$ cat src/rtl/digit_host_spi_master.sv
// SPI mode-0 master driving the recognizer's slave port: streams tx bytes, then rx_len dummy bytes.
// Optional DIGIT_HOST_BYTE_GAP_EN inserts CLK_DIV idle SCK-low cycles between bytes.
module digit_host_spi_master #(
  parameter int unsigned CLK_DIV = 4,
  parameter int unsigned LEN_W   = 8
) (
  input  logic             clk,
  input  logic             rst,
  input  logic             start,
  input  logic [LEN_W-1:0] tx_len,
  input  logic [LEN_W-1:0] rx_len,
  input  logic [7:0]       tx_data,
  input  logic             tx_valid,
  output logic             tx_ready,
  output logic [7:0]       rx_data,
  output logic             rx_valid,
  output logic             busy,
  output logic             done,
  output logic             SCK,
  output logic             SS,
  output logic             MOSI,
  input  logic             MISO
);

  localparam int unsigned DivW = $clog2(2 * CLK_DIV);
  localparam logic [DivW-1:0] DivLast = DivW'(CLK_DIV - 1);
  localparam logic [DivW-1:0] GapLast = DivW'(2 * CLK_DIV - 1);

  typedef enum logic [2:0] {
    StIdle,
    StLoad,
    StShift,
    StHold,
    StGap,
    StFinish,
    StByteGap
  } state_e;

  state_e           state_q, state_d;
  logic [LEN_W-1:0] tx_left_q, tx_left_d;
  logic [LEN_W-1:0] rx_left_q, rx_left_d;
  logic [7:0]       tx_sr_q, tx_sr_d;
  logic [7:0]       rx_sr_q, rx_sr_d;
  logic [2:0]       bit_cnt_q, bit_cnt_d;
  logic [DivW-1:0]  div_cnt_q, div_cnt_d;
  logic             sck_q, sck_d;
  logic             ss_q, ss_d;
  logic [7:0]       rx_data_q, rx_data_d;
  logic             rx_valid_q, rx_valid_d;

  logic tx_phase;
  logic last_byte;
  logic div_done;

  // The byte in flight is a tx byte while any tx count remains; counters drop at byte end.
  assign tx_phase  = (tx_left_q != '0);
  assign last_byte = tx_phase ? ((tx_left_q == LEN_W'(1)) && (rx_left_q == '0))
                              : (rx_left_q == LEN_W'(1));
  assign div_done  = (div_cnt_q == DivLast);

  always_ff @(posedge clk) begin
    if (rst) begin
      state_q    <= StIdle;
      tx_left_q  <= '0;
      rx_left_q  <= '0;
      tx_sr_q    <= '0;
      rx_sr_q    <= '0;
      bit_cnt_q  <= '0;
      div_cnt_q  <= '0;
      sck_q      <= 1'b0;
      ss_q       <= 1'b1;
      rx_data_q  <= '0;
      rx_valid_q <= 1'b0;
    end else begin
      state_q    <= state_d;
      tx_left_q  <= tx_left_d;
      rx_left_q  <= rx_left_d;
      tx_sr_q    <= tx_sr_d;
      rx_sr_q    <= rx_sr_d;
      bit_cnt_q  <= bit_cnt_d;
      div_cnt_q  <= div_cnt_d;
      sck_q      <= sck_d;
      ss_q       <= ss_d;
      rx_data_q  <= rx_data_d;
      rx_valid_q <= rx_valid_d;
    end
  end

  always_comb begin
    state_d    = state_q;
    tx_left_d  = tx_left_q;
    rx_left_d  = rx_left_q;
    tx_sr_d    = tx_sr_q;
    rx_sr_d    = rx_sr_q;
    bit_cnt_d  = bit_cnt_q;
    div_cnt_d  = div_cnt_q;
    sck_d      = sck_q;
    ss_d       = ss_q;
    rx_data_d  = rx_data_q;
    rx_valid_d = 1'b0;
    tx_ready   = 1'b0;

    unique case (state_q)
      StIdle: begin
        if (start) begin
          tx_left_d = tx_len;
          rx_left_d = rx_len;
          div_cnt_d = '0;
          if ((tx_len == '0) && (rx_len == '0)) begin
            state_d = StFinish;
          end else begin
            state_d = StLoad;
          end
        end
      end

      StLoad: begin
        if (tx_phase) begin
          tx_ready = 1'b1;
          if (tx_valid) begin
            tx_sr_d   = tx_data;
            ss_d      = 1'b0;
            bit_cnt_d = '0;
            div_cnt_d = '0;
            state_d   = StShift;
          end
        end else begin
          tx_sr_d   = '0;
          ss_d      = 1'b0;
          bit_cnt_d = '0;
          div_cnt_d = '0;
          state_d   = StShift;
        end
      end

      StShift: begin
        if (div_done) begin
          div_cnt_d = '0;
          if (!sck_q) begin
            sck_d   = 1'b1;
            rx_sr_d = {rx_sr_q[6:0], MISO};
          end else begin
            sck_d = 1'b0;
            if (bit_cnt_q == 3'd7) begin
              rx_data_d  = rx_sr_q;
              rx_valid_d = 1'b1;
              // Park MOSI low between bytes and after the frame.
              tx_sr_d    = '0;
              if (tx_phase) begin
                tx_left_d = tx_left_q - LEN_W'(1);
              end else begin
                rx_left_d = rx_left_q - LEN_W'(1);
              end
              if (last_byte) begin
                state_d = StHold;
              end else begin
`ifdef DIGIT_HOST_BYTE_GAP_EN
                state_d = StByteGap;
`else
                state_d = StLoad;
`endif
              end
            end else begin
              bit_cnt_d = bit_cnt_q + 3'd1;
              tx_sr_d   = {tx_sr_q[6:0], 1'b0};
            end
          end
        end else begin
          div_cnt_d = div_cnt_q + DivW'(1);
        end
      end

      StHold: begin
        if (div_done) begin
          div_cnt_d = '0;
          ss_d      = 1'b1;
          state_d   = StGap;
        end else begin
          div_cnt_d = div_cnt_q + DivW'(1);
        end
      end

      StGap: begin
        if (div_cnt_q == GapLast) begin
          div_cnt_d = '0;
          state_d   = StFinish;
        end else begin
          div_cnt_d = div_cnt_q + DivW'(1);
        end
      end

      StFinish: begin
        state_d = StIdle;
      end

`ifdef DIGIT_HOST_BYTE_GAP_EN
      StByteGap: begin
        if (div_done) begin
          div_cnt_d = '0;
          state_d   = StLoad;
        end else begin
          div_cnt_d = div_cnt_q + DivW'(1);
        end
      end
`endif

      default: begin
        state_d = StIdle;
      end
    endcase
  end

  assign SCK      = sck_q;
  assign SS       = ss_q;
  assign MOSI     = tx_sr_q[7];
  assign rx_data  = rx_data_q;
  assign rx_valid = rx_valid_q;
  assign busy     = (state_q != StIdle) && (state_q != StFinish);
  assign done     = (state_q == StFinish);

endmodule
$ cat config.mk
export PLATFORM = sky130hd
export DESIGN_NAME = digit_host_spi_master
export DESIGN_NICKNAME = d
export VERILOG_FILES = /design/src/rtl/digit_host_spi_master.sv
export SDC_FILE = /design/constraint.sdc
export NUM_CORES = 1
export LEC_CHECK = 0
export BUFFER_PORTS_ARGS = -buffer_cell sky130_fd_sc_hd__buf_2
export CAP_MARGIN = 15
export CELL_PAD_IN_SITES_DETAIL_PLACEMENT = 0
export CELL_PAD_IN_SITES_GLOBAL_PLACEMENT = 1
export CORE_AREA = 10 10 93 95
export DETAILED_ROUTE_END_ITERATION = 6
export DIE_AREA = 0 0 103 105
export GPL_TIMING_DRIVEN = 0
export HOLD_SLACK_MARGIN = 0.12
export PLACE_DENSITY_LB_ADDON = 0.25
export REMOVE_ABC_BUFFERS = 1
export SYNTH_ARGS = -nofsm -noshare
export SYNTH_HDL_FRONTEND = slang
export SYNTH_SLANG_ARGS = --single-unit
$ cat constraint.sdc
create_clock -name clk -period 2.7 [get_ports clk]
set_input_delay 0.405 -clock clk [delete_from_list [all_inputs] [get_ports clk]]
set_output_delay 0.405 -clock clk [all_outputs]
set_load 0.02 [all_outputs]
==> metrics.txt, run 1 <==
largest net degree at the start of global routing 48; layout cells sized above 1 18.6%; Comb pwr share 46.8%; Sink Count 52; Seq/Total Area, Yosys 36.9%; RR Endpoint rx_left_q[0]; grt total ovfl 0; Unique masters post-synth 54; Via Count 2,599; Fin Clk Skew 0.00863 ns; Internal Power 1690 µW; Hold Crit Depth 3; FF-to-FF Start div_cnt_q[0]; CP Capture Type register; FP Rows 30; FF+latch count, synth 52; switching power 1380 µW; DRC viols 0; WP buf/inv 0; Synth area leader dfxtp_1; Reg power frac 37.2%; Reg clk slew, reported paths 0.11 ns; combinational family with the most area after synthesis compound AO/OA/AOI/OAI gates; post-synthesis compound-gate area fraction 26.0%; crit-path max cell delay 0.63 ns; Final Max Slew Viols 0; mux cell area share after synthesis 5.68%; # setup viols final 0; R2R Setup Slk 0.17 ns; Final period util 93.6%; fin crit period 2.53 ns; status completed; Post-Synth Adder-Cell Area 5.32%; DR pass1 iterations 4; Worst-Skew Late Latency 0.32 ns; async set-reset flop share out of synthesis 0%; Placed Area 3030 µm²; Initial Util 41.7%; Critical Path Most Common Cell ha_1; Antenna Violating Nets Remaining 0; Die Area 10,800 µm²; initial antenna violation count 0; setup_tns 0 ns; HP Start MISO; Total Wirelength 7430 µm; CORE AREA 6760 µm²; max_cap viols 0; port bufs 43; Slew @ Worst Pin 0.909 ns; Power Density 970 nW/µm²; Hold Path Class in2reg; Synth Area in Simple Gates 20.9%; die width 103 µm; Main synth FF type dfxtp_1; GPL Wtd Cong 0.836; Final Cell Area 3160 µm²; CP top delay family compound AO/OA/AOI/OAI gates; die height 105 µm; Leak 0.00118 µW; TritonCTS clock tree built; clock share of power 16.0%; data required time at the worst endpoint 2.91 ns; synthesized cell area 2820 µm²; GRT Overall Usage 13.7%; via/cell ratio 5.99; CP Cell Sequence ha_1 > ha_1 > nor2b_1 > a2111o_2 > or2_0 > o221a_2; clock buffer depth 2; CTS root buf clkbuf_8; Crit Path Class reg2reg; first-pass GRT wire length 12,400 µm; worst-path fanout max 19; post-synth top area share 36.9%; Synth Instances 325; XOR/XNOR Fraction of Synth Area 0%; post-DP HPWL 5150 µm; number of synthesized flops with an enable pin 0; clock buffer count from CTS 5; vias in the first global route 2,488; Fmax 396 MHz; cells on worst reg2reg path 6; Area growth syn-to-layout 12.2%; CP Launch Type register; Post-Syn Area per Cell 8.68 µm²; DR WL/cell 17.1 µm; Slew HR 39.4%; total power draw 3070 µW; Worst EP arrival 2.74 ns; crit path from div_cnt_q[0]; Sw Ratio 45.0%; H-tree levels 2; Max VDD drop 0.323 mV; Final Hold Fails 0; main area contributors after synthesis dfxtp_1 (37%), mux2i_1 (5.7%), ha_1 (5.3%); Nets 394; Synth Warn # 0; Ant. Diodes 0; CP max-delay cell a2111o_2; Worst Hold End rx_sr_q[0]; num ports 44; DRT iter0 DRCs 143; critical path depth 6; RSZ-0062 raised after global routing false
-- cell type report --
cell class	instances	area [µm²]
flip-flops and latches	52	1040
inverters	9	33.8
clock inverters	3	28.8
repair buffers	45	230
clock buffers	5	68.8
fillers	672	3590
multi-input cells	240	1660
well taps	80	100
-- tightest hold or removal path, stage by stage --
cell and delay, ns:
buf_2 0.08, mux2i_1 0.05, nor2_1 0.08
-- logic make-up (layout without fill, tap and decap cells) --
kind of cell	count (synthesis)	count (layout)
compound gates	102	102
fa+ha+maj	12	12
buf+inv	33	62
flops	52	52
mux	16	16
simple gates	110	110
-- power groups by stage --
| stage | Combinational [µW] | Sequential [µW] | Clock, µW |
|---|---|---|---|
| final | 1440 | 1140 | 491 |
| after CTS | 1430 | 1130 | 510 |
| after global placement | 1410 | 1140 | 0 |
| after detailed placement | 1420 | 1150 | 0 |
| after global routing | 1630 | 1170 | 534 |
| after floorplan | 1050 | 1110 | 0 |
-- metal layers --
metal / track usage [%] / wire length [µm]
met1: 19.0 / 3540
met2: 20.9 / 3410
met3: 2.64 / 407
met4: 3.48 / 75
met5: 0 / 0
-- Yosys cell counts, types with 5 or more instances --
cell / number
clkbuf_1: 14
nor2_1: 37
nor3_1: 10
mux2i_1: 16
o31ai_1: 8
nor4_1: 7
o311ai_0: 7
a21oi_1: 24
nor3b_1: 7
a211oi_1: 14
dfxtp_1: 52
o32ai_1: 5
o21ai_0: 7
inv_1: 9
buf_2: 6
ha_1: 12
nand2_1: 18
a22oi_1: 13
-- registers in the layout (all words and copies together) (netlist names) --
name / flops
rx_data: 8
rx_left_q: 8
rx_sr_q: 8
tx_left_q: 8
tx_sr_q: 8
bit_cnt_q: 3
div_cnt_q: 3
state_q: 3
SCK: 1
SS: 1
rx_valid: 1
-- per-stage QoR --
stage | instances | setup slack (ns) | hold slack (ns) | utilization, %
2_1_floorplan | 301 | -0.0859 | 0.438 | -
3_3_place_gp | 424 | -0.634 | 0.451 | 44.7
3_5_place_dp | 424 | -0.0957 | 0.465 | 44.9
4_1_cts | 432 | 0.0831 | 0.326 | 46.4
5_1_grt | 434 | 0.00251 | 0.345 | 46.8
6_report | 434 | 0.173 | 0.333 | 46.8
-- cell usage in the layout, fill, tap and decap left out, types with 3 or more instances in the layout --
master / count
nor2_1: 36
or4_1: 3
o31ai_1: 8
buf_2: 43
nand3_1: 4
clkbuf_8: 5
inv_1: 9
o21ai_0: 7
nor3_1: 10
a211oi_1: 14
nand2_1: 18
nor3b_1: 5
nand2b_1: 4
o32ai_1: 5
ha_1: 12
a22oi_1: 13
nor4_1: 7
o311ai_0: 7
a21oi_1: 24
mux2i_1: 16
and3_1: 4
a211o_1: 3
dfxtp_1: 51
a311oi_1: 4
-- repair_timing --
action	4_1_cts	5_1_grt
setup endpoints to repair	8	34
buffers inserted	0	2
hold buffers	0	0
pin swaps	0	1
resized for setup	1	4
-- worst max-delay path by stage --
stage | endpoint
finish | rx_left_q[0]
CTS | rx_sr_q[7]
global route | rx_left_q[6]
global placement | rx_sr_q[7]
floorplan | rx_sr_q[0]
detailed placement | rx_sr_q[7]
No activity file was read; power rests on OpenSTA's default activity.
==> run 2, diff against run 1 <==
--- a/config.mk
+++ b/config.mk
@@ -9,12 +9,14 @@
 export CAP_MARGIN = 15
 export CELL_PAD_IN_SITES_DETAIL_PLACEMENT = 0
 export CELL_PAD_IN_SITES_GLOBAL_PLACEMENT = 1
-export CORE_AREA = 10 10 93 95
+export CORE_AREA = 10 10 98 100
+export CTS_CLUSTER_DIAMETER = 200
 export DETAILED_ROUTE_END_ITERATION = 6
-export DIE_AREA = 0 0 103 105
+export DIE_AREA = 0 0 108 110
 export GPL_TIMING_DRIVEN = 0
 export HOLD_SLACK_MARGIN = 0.12
 export PLACE_DENSITY_LB_ADDON = 0.25
+export RECOVER_POWER = 50
 export REMOVE_ABC_BUFFERS = 1
 export SYNTH_ARGS = -nofsm -noshare
 export SYNTH_HDL_FRONTEND = slang
==> constraint.sdc (replaced) <==
create_clock -name clk -period 2.1 [get_ports clk]
set_input_delay 0.315 -clock clk [delete_from_list [all_inputs] [get_ports clk]]
set_output_delay 0.315 -clock clk [all_outputs]
set_load 0.02 [all_outputs]
==> run 2 against run 1 <==
Count of clock-buffer cells in the layout is 1 higher; worst setup slack got worse by 0.13 ns; first-iteration DRC count rose by 33%; clock power up 53%; die area is 9.8% higher; largest cell class unchanged; largest power group unchanged; register-to-register slack worse by 0.10 ns; sequential power grew 32%; power rose by 49%; final cell count up 8.5%; via count increased by 2.6%.
==> metrics.txt, run 2 (synthesis gave the netlist of run 1 again) <==
Die Area 11,900 µm²; FF-to-FF Start bit_cnt_q[0]; max_cap viols 0; FP Rows 32; CP Capture Type primary output; routing usage on met3 2.44%; Comb pwr share 50.8%; via/cell ratio 5.66; Final period util 97.8%; Worst EP arrival 1.74 ns; Ant. Diodes 0; Worst Hold End rx_sr_q[0]; num ports 44; Final Hold Fails 0; TritonCTS clock tree built; # setup viols final 0; H-tree levels 2; Sink Count 52; Fin Clk Skew 0.0158 ns; status completed; Reg power frac 32.8%; FF/Latch Area 1050 µm²; DRC viols 0; DR pass1 iterations 4; vias in the first global route 2,467; GPL Wtd Cong 0.759; Internal Power 2600 µW; PnR worst setup slack 0.0457 ns; Slew @ Worst Pin 0.741 ns; Sw Ratio 43.1%; grt total ovfl 0; Final Cell Area 3490 µm²; Max VDD drop 0.441 mV; RSZ-0062 raised after global routing true; Leak 0.00123 µW; dpl ws -0.732 ns; largest net degree at the start of global routing 48; area of the multi-input gates 1820 µm²; DR WL/cell 17.2 µm; die height 110 µm; initial antenna violation count 0; HP Start MISO; Slew HR 50.5%; R2R Setup Slk 0.07 ns; DRT iter0 DRCs 190; fin crit period 2.05 ns; Reg clk slew, reported paths 0.11 ns; clock buffer count from CTS 5; port bufs 43; worst-path fanout max 6; Hold Path Class in2reg; GRT Overall Usage 13.2%; clock share of power 16.4%; cells on worst reg2reg path 7; commonest non-fill, non-tap cells in the layout dfxtp_1 (47), nor2_1 (35), buf_2 (30), a21oi_1 (22), nand2_1 (18); # fillers 763; grt met2 use 20.4%; Placed Area 3060 µm²; switching power 1970 µW; CP Launch Type register; first-pass GRT wire length 12,800 µm; CTS root buf clkbuf_8; GRT met1 Usage 18.0%; CORE AREA 7650 µm²; post-DP HPWL 5150 µm; Area growth syn-to-layout 23.8%; Via Count 2,666; Initial Util 36.9%; layout cells sized above 1 24.9%; busiest grt layer met2; clock buffer depth 2; Crit Path Class reg2out; Antenna Violating Nets Remaining 0; Final Max Slew Viols 0; die width 108 µm; RR Endpoint rx_left_q[7]; Total Wirelength 8120 µm; Power Density 1310 nW/µm²; commonest non-fill, non-tap cell in the layout dfxtp_1; Worst-Skew Late Latency 0.32 ns; Fmax 487 MHz; Hold Crit Depth 3; Nets 409; data required time at the worst endpoint 1.78 ns
==> run 2: cell types whose count changed in the layout (fill, tap and decap cells not counted), moves of 3 or more <==
cell      delta
ha_4         +4
buf_2       -13
clkbuf_1    +12
o311ai_0     -5
ha_1         -4
o311ai_2     +3
buf_4       +10
dfxtp_1      -4
==> run 2: timing repair <==
action | in CTS | in global routing
setup endpoints to repair | 47 | 48
gates resized for setup | 35 | 16
hold buffers | 0 | 0
buffers inserted | 5 | 10
gates cloned | 1 | 1
pin swaps | 3 | 3
==> run 2: worst max path at each step <==
stage                 endpoint    startpoint  cells after the start  slack [ns]
floorplan           rx_sr_q[0]    state_q[1]                      4       -0.69
global placement    rx_sr_q[6]    state_q[1]                      4       -1.27
detailed placement  rx_sr_q[7]    state_q[1]                      4       -0.73
CTS                 rx_data[7]    state_q[1]                      4      -0.004
global route          tx_ready  tx_left_q[1]                      5       -0.04
finish                tx_ready  tx_left_q[1]                      5        0.05
==> run 2: stage by stage <==
stage | TNS, ns | cells | utilization (%) | hold WS [ns] | power [µW]
finish | 0 | 471 | 45.7 | 0.238 | 4570
global route | -0.0844 | 471 | 45.7 | 0.242 | 4870
CTS | -0.00711 | 460 | 43.8 | 0.233 | 4290
detailed placement | -20.47 | 446 | 40.0 | 0.455 | 3300
global placement | -37.61 | 446 | 39.9 | 0.454 | 3300
floorplan | -6.73 | 301 | - | 0.384 | 2780
==> run 2: layout make-up <==
cell class	instances	area share [%]
tap	102	3.65
timing repair buffer	58	9.60
sequential	52	30.1
inverter	9	0.967
clock buffer	6	2.36
multi-input combinational	242	52.2
clock inverter	2	1.11
==> run 2: per-layer routing <==
| layer | part of all wire [%] | wire length [µm] | vias up |
|---|---|---|---|
| li1 | - | - | 1327 |
| met1 | 48 | 3860 | 1289 |
| met2 | 48 | 3920 | 42 |
| met3 | 2.8 | 224 | 8 |
| met4 | 1.4 | 110 | 0 |
| met5 | 0 | 0 | - |
==> run 2: worst max-delay path, stage by stage (launching register included) <==
cell,delay (ns)
dfxtp_1,0.39
inv_1,0.11
ha_1,0.23
nor3b_4,0.19
a211oi_1,0.28
buf_2,0.22
==> run 2: power by group through the flow <==
stage | clock network [µW] | registers [µW] | logic, µW
after detailed placement | 0 | 1470 | 1830
after global routing | 793 | 1540 | 2540
after floorplan | 0 | 1430 | 1350
after global placement | 0 | 1470 | 1830
after CTS | 776 | 1470 | 2040
final | 751 | 1500 | 2320
==> run 3, diff against run 2 <==
--- a/config.mk
+++ b/config.mk
@@ -9,10 +9,11 @@
 export CAP_MARGIN = 15
 export CELL_PAD_IN_SITES_DETAIL_PLACEMENT = 0
 export CELL_PAD_IN_SITES_GLOBAL_PLACEMENT = 1
-export CORE_AREA = 10 10 98 100
+export CORE_AREA = 10 10 112 114
+export CTS_BUF_LIST = sky130_fd_sc_hd__clkbuf_8
 export CTS_CLUSTER_DIAMETER = 200
 export DETAILED_ROUTE_END_ITERATION = 6
-export DIE_AREA = 0 0 108 110
+export DIE_AREA = 0 0 122 124
 export GPL_TIMING_DRIVEN = 0
 export HOLD_SLACK_MARGIN = 0.12
 export PLACE_DENSITY_LB_ADDON = 0.25
==> run 3 against run 2 <==
First-iteration DRC count decreased by 32%; clock power decreased by 2%; highest routed layer unchanged; die area increased by 27%; clock skew increased by 0.0029 ns; via count decreased by 0.30%; hold slack improved by 0.0019 ns; utilization decreased by 9.9 points; sequential power about the same; global-route usage decreased by 2.4 points; maximum frequency decreased by 1.6%; worst setup slack got worse by 0.034 ns; register-to-register slack got worse by 0.06 ns.
==> metrics.txt, run 3 (synthesis gave the netlist of run 1 again) <==
die width 122 µm; GRT Overall Usage 10.8%; Slew HR 56.5%; commonest non-fill, non-tap cell in the layout dfxtp_1; CP Capture Type register; num ports 44; Final Max Slew Viols 0; Worst-Skew Late Latency 0.32 ns; crit path to rx_left_q[6]; DRT iter0 DRCs 130; Sink Count 52; R2R Setup Slk 0.01 ns; grt met2 use 18.4%; Final Cell Area 3660 µm²; port bufs 43; CTS root buf clkbuf_8; DR WL/cell 17.2 µm; DR pass1 iterations 4; largest net degree at the start of global routing 48; RSZ-0062 raised after global routing true; GPL Wtd Cong 0.724; Reg clk slew, reported paths 0.10 ns; clock buffer depth 2; Initial Util 27.6%; grt total ovfl 0; # setup viols final 0; layout cells sized above 1 29.2%; CP Launch Type register; status completed; # fillers 1,058; RR Endpoint rx_left_q[6]; Placed Area 3100 µm²; Die Area 15,100 µm²; GRT met1 Usage 13.6%; Hold Path Class in2reg; crit-path max cell delay 0.62 ns; Final Hold Fails 0; Ant. Diodes 0; CORE AREA 10,200 µm²; first-pass GRT wire length 13,400 µm; Power Density 1280 nW/µm²; Critical Path Most Common Cell ha_4; cells on worst reg2reg path 7; Leak 0.00125 µW; Area growth syn-to-layout 29.6%; via/cell ratio 5.25; worst-path fanout max 8; Final period util 99.4%; busiest grt layer met2; TritonCTS clock tree built; crit path from bit_cnt_q[0]; Nets 410; CP max-delay cell a2111o_2; initial antenna violation count 0; FF-to-FF Start bit_cnt_q[0]; post-DP HPWL 5600 µm; routing usage on met3 2.22%; die height 124 µm; max_cap viols 0; clock buffer count from CTS 5; data required time at the worst endpoint 2.27 ns; total power draw 4690 µW; CP Cell Sequence ha_4 > ha_4 > nand3_2 > a2111o_2 > clkbuf_16 > o311ai_4 > o31ai_1; Fmax 479 MHz; Antenna Violating Nets Remaining 0; H-tree levels 2; Max VDD drop 0.442 mV; Fin Clk Skew 0.0187 ns; Via Count 2,658; Total Wirelength 8710 µm; Worst EP arrival 2.26 ns; FP Rows 37; commonest non-fill, non-tap cells in the layout dfxtp_1 (47), nor2_1 (35), buf_2 (30), a21oi_1 (22), nand2_1 (18); vias in the first global route 2,603; Crit Path Class reg2reg; Slew @ Worst Pin 0.652 ns; DRC viols 0; fin crit period 2.09 ns
-- run 3: worst max-delay path: cells and delay by family, from the launching register on --
kind                     cells  cell delay, ns
AND/OR/NAND/NOR              1            0.09
flip-flops                   1            0.38
adder cells (fa/ha/maj)      2            0.28
buffers and inverters        1            0.21
AO/OA/AOI/OAI                3            0.98
-- run 3: timing repair --
action                     CTS  global route
setup endpoints to repair   47            43
cloned                       0             3
hold buffers                 0             0
buffers inserted             5            10
gates resized for setup     33            35
pin swaps                    3             3
-- run 3: report_power, final --
part / internal (µW) / switching, µW / total (µW)
Sequential: 1200 / 304 / 1510
Combinational: 1060 / 1390 / 2440
Clock: 360 / 378 / 738
-- run 3: cell type report --
cell class / count / area (µm²) / area share, %
timing repair buffer: 59 / 377 / 10.3
timing repair inverter: 1 / 7.51 / 0.205
clock inverter: 3 / 46.3 / 1.27
sequential: 52 / 1050 / 28.7
multi-input combinational: 241 / 1900 / 52.0
clock buffer: 5 / 68.8 / 1.88
tap: 136 / 170 / 4.65
inverter: 9 / 37.5 / 1.03
-- run 3: metal layers --
metal / vias to the layer above / wire (µm)
met5: - / 0
met4: 0 / 68
met3: 4 / 250
met2: 34 / 4400
met1: 1299 / 4000
li1: 1321 / -
-- run 3: worst min path at each step --
stage	slack (ns)	startpoint	end	cells after the start
after CTS	0.23	MISO	rx_sr_q[0]	3
after floorplan	0.38	rst	rx_left_q[4]	1
final	0.24	MISO	rx_sr_q[0]	3
after detailed placement	0.47	div_cnt_q[0]	div_cnt_q[0]	1
after global placement	0.45	div_cnt_q[1]	div_cnt_q[1]	2
after global routing	0.25	MISO	rx_sr_q[0]	3
-- run 3: stage by stage --
| stage | hold WS [ns] | utilization [%] | TNS [ns] | setup WS (ns) | instances |
|---|---|---|---|---|---|
| 2_1_floorplan | 0.384 | - | -6.73 | -0.686 | 301 |
| 3_3_place_gp | 0.452 | 30.2 | -41.24 | -1.31 | 480 |
| 3_5_place_dp | 0.470 | 30.3 | -22.30 | -0.770 | 480 |
| 4_1_cts | 0.233 | 33.0 | 0 | 0.00158 | 493 |
| 5_1_grt | 0.249 | 35.7 | -0.434 | -0.0605 | 506 |
| 6_report | 0.240 | 35.7 | 0 | 0.0117 | 506 |
